## src/rtl/sbtx_frame_serializer.sv

```systemverilog
// Sideband transmit framer/serializer: byte stream in, 10-bit symbols
// (start 0, 8 data bits LSB first, stop 1) out on sbtx, with optional
// CRC bytes appended after the last payload byte.
module sbtx_frame_serializer #(
    parameter int               CRC_W    = 16,
    parameter logic [CRC_W-1:0] POLY     = 16'h8005,
    parameter logic [CRC_W-1:0] INIT     = 16'hFFFF,
    parameter logic             IDLE_LVL = 1'b0
) (
    input  logic       sb_clk,
    input  logic       rst,
    input  logic       in_valid,
    input  logic [7:0] in_data,
    input  logic       in_last,
    input  logic       crc_en,
    output logic       in_ready,
    output logic       sbtx,
    output logic       busy,
    output logic       frame_done
);

    localparam int CRC_BYTES = CRC_W / 8;
    localparam int IDX_W     = (CRC_BYTES > 1) ? $clog2(CRC_BYTES) : 1;
    localparam logic [IDX_W-1:0] LAST_IDX = IDX_W'(CRC_BYTES - 1);

    localparam logic [1:0] S_IDLE = 2'd0;
    localparam logic [1:0] S_DATA = 2'd1;
    localparam logic [1:0] S_CRC  = 2'd2;

    logic [1:0]       state_q, state_d;
    logic [3:0]       bit_cnt_q, bit_cnt_d;
    logic [7:0]       sh_q, sh_d;
    logic             last_q, last_d;
    logic             crcf_q, crcf_d;
    logic [CRC_W-1:0] crc_q, crc_d;
    logic [IDX_W-1:0] cidx_q, cidx_d;
    logic             sbtx_q, sbtx_d;
    logic             live_q;

    logic             accept;
    logic [2:0]       bi_q, bi_d;
    logic             fb;
    logic [7:0]       sym_byte_d;

    // Handshake, status and end-of-frame flags decoded from registered state
    always_comb begin
        in_ready   = live_q && ((state_q == S_IDLE) ||
                                (state_q == S_DATA && bit_cnt_q == 4'd9 && !last_q));
        accept     = in_valid && in_ready;
        busy       = (state_q != S_IDLE);
        frame_done = (state_q == S_DATA && bit_cnt_q == 4'd9 && last_q && !crcf_q) ||
                     (state_q == S_CRC  && bit_cnt_q == 4'd9 && cidx_q == LAST_IDX);
    end

    // Next-state, shift/CRC update, and the line bit for the next cycle
    always_comb begin
        state_d    = state_q;
        bit_cnt_d  = bit_cnt_q;
        sh_d       = sh_q;
        last_d     = last_q;
        crcf_d     = crcf_q;
        crc_d      = crc_q;
        cidx_d     = cidx_q;
        bi_q       = 3'(bit_cnt_q - 4'd1);
        fb         = sh_q[bi_q] ^ crc_q[CRC_W-1];
        bi_d       = 3'b0;
        sym_byte_d = 8'h00;
        sbtx_d     = IDLE_LVL;

        case (state_q)
            S_IDLE: begin
                if (accept) begin
                    sh_d      = in_data;
                    last_d    = in_last;
                    crcf_d    = crc_en;
                    crc_d     = INIT;
                    state_d   = S_DATA;
                    bit_cnt_d = 4'd0;
                end
            end
            S_DATA: begin
                if (bit_cnt_q != 4'd9) begin
                    bit_cnt_d = bit_cnt_q + 4'd1;
                    if (bit_cnt_q != 4'd0)
                        crc_d = {crc_q[CRC_W-2:0], 1'b0} ^ (fb ? POLY : '0);
                end else if (!last_q) begin
                    // Without a new byte we sit on the stop bit (mark) indefinitely
                    if (accept) begin
                        sh_d      = in_data;
                        last_d    = in_last;
                        bit_cnt_d = 4'd0;
                    end
                end else if (crcf_q) begin
                    state_d   = S_CRC;
                    bit_cnt_d = 4'd0;
                    cidx_d    = '0;
                end else begin
                    state_d   = S_IDLE;
                    bit_cnt_d = 4'd0;
                end
            end
            S_CRC: begin
                if (bit_cnt_q != 4'd9) begin
                    bit_cnt_d = bit_cnt_q + 4'd1;
                end else if (cidx_q == LAST_IDX) begin
                    state_d   = S_IDLE;
                    bit_cnt_d = 4'd0;
                    cidx_d    = '0;
                end else begin
                    cidx_d    = cidx_q + IDX_W'(1);
                    bit_cnt_d = 4'd0;
                end
            end
            default: begin
                state_d   = S_IDLE;
                bit_cnt_d = 4'd0;
            end
        endcase

        // sbtx is registered, so it is derived from the next-cycle state
        if (state_d == S_CRC) begin
            for (int unsigned k = 0; k < CRC_BYTES; k++)
                if (cidx_d == IDX_W'(k))
                    sym_byte_d = crc_d[CRC_W-1-8*k -: 8];
        end else begin
            sym_byte_d = sh_d;
        end
        bi_d = 3'(bit_cnt_d - 4'd1);
        if (state_d == S_IDLE)
            sbtx_d = IDLE_LVL;
        else if (bit_cnt_d == 4'd0)
            sbtx_d = 1'b0;
        else if (bit_cnt_d == 4'd9)
            sbtx_d = 1'b1;
        else
            sbtx_d = sym_byte_d[bi_d];
    end

    // State registers; live_q keeps in_ready low until the first clock after reset
    always_ff @(posedge sb_clk or negedge rst) begin
        if (!rst) begin
            state_q   <= S_IDLE;
            bit_cnt_q <= 4'd0;
            sh_q      <= 8'h00;
            last_q    <= 1'b0;
            crcf_q    <= 1'b0;
            crc_q     <= INIT;
            cidx_q    <= '0;
            sbtx_q    <= 1'b0;
            live_q    <= 1'b0;
        end else begin
            state_q   <= state_d;
            bit_cnt_q <= bit_cnt_d;
            sh_q      <= sh_d;
            last_q    <= last_d;
            crcf_q    <= crcf_d;
            crc_q     <= crc_d;
            cidx_q    <= cidx_d;
            sbtx_q    <= sbtx_d;
            live_q    <= 1'b1;
        end
    end

    assign sbtx = sbtx_q;

endmodule

```

## config.mk

```make
export PLATFORM = sky130hd
export DESIGN_NAME = sbtx_frame_serializer
export DESIGN_NICKNAME = d
export VERILOG_FILES = /design/src/rtl/sbtx_frame_serializer.sv
export SDC_FILE = /design/constraint.sdc
export NUM_CORES = 1
export LEC_CHECK = 0
export BUFFER_PORTS_ARGS = -buffer_cell sky130_fd_sc_hd__buf_2
export CORE_MARGIN = 2
export CORE_UTILIZATION = 40
export DETAILED_ROUTE_END_ITERATION = 8
export GPL_ROUTABILITY_DRIVEN = 0
export SYNTH_ARGS = -nofsm -noshare
export SYNTH_HDL_FRONTEND = slang
export SYNTH_SLANG_ARGS = --single-unit
```

## constraint.sdc

```tcl
create_clock -name sb_clk -period 4 [get_ports sb_clk]
set_input_delay 0.2 -clock sb_clk [delete_from_list [all_inputs] [get_ports sb_clk]]
set_output_delay 0.2 -clock sb_clk [all_outputs]
set_load 0.03 [all_outputs]
```

==> impl_metrics.yaml <==
power_and_ir_drop:
  p_clk_frac: 0.158
  p_int_w: 0.001221
  pwr-share-seq: 0.290
  sw_frac_of_total: 0.4435
  leakage_nw: 1.101
  ir_drop_uv: 269.5
  p_switching_w: 0.0009729
  combPwrFrac: 0.552
  powerDensity_nw_per_um2: 830.9
die:
  dieHeight_um: 81.13
  die_area_um2: 6582
  start_util: 0.4068
  coreArea_um2: 5851
  io_pins: 17
  die_w_um: 81.13
  rows: 28
sta:
  setup_violations: 0
  grt_setup_unrepaired: "false"
  hold_slack_ns: -0.02546
  slew_violations: 0
  clock_skew_ns: 0.01122
  timing.final.hold_violations: 14
  max_freq_mhz: 319.9
  tns_ns: 0
  post-route-period-util: 0.7815
  slew-limit-headroom: 0.4529
  worstMarginPinSlew_ns: 0.8206
  post-route-min-period_ns: 3.126
yosys:
  synth_area_leaders: "dfrtp_1, dfstp_2, nand2_1"
  synth_top_area_cell: "dfrtp_1"
  yosys.area_share.simple: 0.1735
  synth-xor-area-share: 0.02471
  yosysSeqAreaShare: 0.3764
  syn-cell-area_um2: 2380
  synth_mux_area_frac: 0.04048
  ys.flop_type: "dfrtp_1"
  synth_top_family_by_area: "compound AO/OA/AOI/OAI gates"
  synth_area_per_cell_um2: 9.188
  synth-edff-count: 0
  synthAdderAreaFrac: 0.04732
  synth-seq-cells: 35
  yosysUniqueCellTypes: 54
  synthArstFlopShare: 1.000
  synthCells: 259
  synth_compound_area_frac: 0.2723
  synth_top_area_share: 0.1998
  syn-num-nets: 281
  ys_warn_count: 0
global_routing:
  grt_pass1_wl_um: 10070
  grt_usage: 0.2017
  antenna_found_initial: 0
  grt_overflow: 0
  grt_pass1_vias: 2000
  grt_max_degree: 36
cts:
  cts.clk_slew.worst_paths_ns: 0.09
  cts-root-buf: "clkbuf_8"
  numCtsBuffers: 5
  clock_path_buffers: 2
  cts_max_level: 2
  clock_latency_ns: 0.30
  postCtsSetupBuffers: 0
  cts_tree: "built"
  ctsResizeCount: 0
  postCtsHoldBufs: 0
  cts.sinks: 35
setup_path:
  start_kind: "flip-flop"
  critical_path_class: "reg2reg"
  critPathLaunch: "bit_cnt_q[0]"
  rrSetupSlack_ns: 0.87
  path_max_fanout: 14
  rr_worst_depth: 9
  cp_slowest_cell: "dfrtp_1"
  cp-end-kind: "flip-flop"
  worstPathRequired_ns: 4.18
  cpPeakStageDelay_ns: 0.50
  cp_cell_sequence: "ha_1 > mux2i_1 > o21a_1 > o211ai_1 > or2_2 > a311o_1 > o211a_1 > a311oi_1 > a31oi_1"
  crit_arrival_ns: 3.31
  r2r_start: "bit_cnt_q[0]"
  timing.rr.end: "sbtx"
place:
  placed_area_um2: 2522
  numPortBuffers: 16
  dpl.hpwl_um: 4241
routing:
  routed-via-count: 2082
  wire_per_inst_um: 17.08
  drt_iter0_drc: 264
  ant_nets: 0
  drc: 0
  dr.pass1.iters: 6
  wl_um: 5943
  via_per_inst: 5.983
status:
  violations: "hold timing"
  status: "finished, violations left"
finish:
  num_antenna_cells: 0
  fin_area_um2: 2640
  drive_gt1_frac: 0.2161
  final_nets: 294
  area_growth_pct: 10.94
run:
  maxCapViolations: 0
hold_path:
  hp-class: "in2async"
==> kinds of logic (layout without fill, tap and decap cells) <==
| kind of cell | Yosys count | in the layout |
|---|---|---|
| adder cells (fa/ha/maj) | 9 | 9 |
| multiplexers | 7 | 7 |
| buffers and inverters | 37 | 51 |
| AO/OA/AOI/OAI | 84 | 84 |
| AND/OR/NAND/NOR | 81 | 81 |
| flip-flops | 35 | 35 |
| XOR/XNOR | 5 | 5 |
| other | 1 | 1 |
==> through the flow <==
| step | total power (W) | hold slack (ns) | worst slack (ns) | instances | utilization |
|---|---|---|---|---|---|
| floorplan | 0.001567 | -0.09559 | 1.218 | 259 | - |
| global placement | 0.001828 | 0.3388 | 0.9425 | 340 | 0.4311 |
| detailed placement | 0.001841 | 0.3497 | 0.8491 | 340 | 0.4311 |
| CTS | 0.002190 | 0.02562 | 0.8537 | 348 | 0.4512 |
| global route | 0.002386 | 0.05069 | 0.6251 | 348 | 0.4512 |
| finish | 0.002194 | -0.02546 | 0.8741 | 348 | 0.4512 |
==> synthesized netlist by cell type, drive strengths merged (2+ instances only) <==
| master | instances |
|---|---|
| a211oi | 3 |
| o211ai | 14 |
| nor2b | 3 |
| nand4 | 6 |
| nand2 | 32 |
| o21ai | 21 |
| mux4 | 2 |
| a311oi | 3 |
| o21a | 3 |
| a21boi | 2 |
| a22oi | 3 |
| xnor2 | 3 |
| a221oi | 2 |
| nand3 | 15 |
| a222oi | 7 |
| and2 | 4 |
| nand4b | 2 |
| clkbuf | 8 |
| inv | 22 |
| dfstp | 16 |
| mux2i | 4 |
| a21oi | 6 |
| or2 | 3 |
| a31oi | 3 |
| a41oi | 2 |
| nor2 | 9 |
| a22o | 7 |
| and3b | 2 |
| buf | 7 |
| ha | 9 |
| dfrtp | 19 |
| o211a | 2 |
==> layer usage <==
layer	vias up	global-route usage	routed length, um
li1	990	-	-
met1	1031	0.2736	2760
met2	52	0.3273	2776
met3	9	0.04111	315
met4	0	0.05593	91
met5	-	0	0
==> worst max-delay path by stage <==
stage                end  slack [ns]  cells past startpoint
floorplan           sbtx        1.22                     13
global placement    sbtx        0.94                     14
detailed placement  sbtx        0.85                      9
CTS                 sbtx        0.85                      9
global route        sbtx        0.63                      9
finish              sbtx        0.87                      9
==> area by class of cell <==
cell class                      count  area [um^2]
Clock buffer                        6        82.58
Clock inverter                      2        35.03
Fill cell                         561         3211
Inverter                           22        82.58
Multi-Input combinational cell    187         1333
Sequential cell                    35        895.9
Tap cell                           75        93.84
Timing Repair Buffer               21        117.6
==> worst max-delay path, delay by kind of cell, from the launching register on <==
| kind | cells | cell delay, ns |
|---|---|---|
| AO/OA/AOI/OAI | 6 | 1.50 |
| adder cells (fa/ha/maj) | 1 | 0.35 |
| flip-flops | 1 | 0.50 |
| multiplexers | 1 | 0.35 |
| AND/OR/NAND/NOR | 1 | 0.31 |
==> power groups by stage <==
stage / registers (W) / logic [W] / clock network (W)
after floorplan: 0.000589 / 0.000978 / 0
after CTS: 0.000634 / 0.00121 / 0.000348
after global routing: 0.000654 / 0.00137 / 0.000363
final: 0.000636 / 0.00121 / 0.000347
after global placement: 0.000638 / 0.00119 / 0
after detailed placement: 0.000640 / 0.00120 / 0
==> registers in the layout, summed over array words and instances (netlist names) <==
name and flops:
crc_q 16, sh_q 8, bit_cnt_q 4, state_q 2, cidx_q 1, crcf_q 1, last_q 1, live_q 1
sbtx 1
==> placed cells by master (no fill, tap or decap), types with 4 or more instances in the layout <==
cell type | Yosys | routed
buf_4 | 0 | 5
ha_1 | 9 | 9
buf_2 | 4 | 16
a22o_1 | 7 | 7
inv_1 | 21 | 21
nor2_1 | 9 | 9
nand4_1 | 6 | 6
nand2_1 | 32 | 32
nand3_1 | 15 | 15
a222oi_1 | 7 | 7
o21ai_0 | 19 | 19
dfrtp_1 | 19 | 19
mux2i_1 | 4 | 4
clkbuf_8 | 0 | 6
a21oi_1 | 6 | 6
dfstp_2 | 16 | 16
o211ai_1 | 14 | 14
Note: power is estimated with default switching activity, not from simulation.
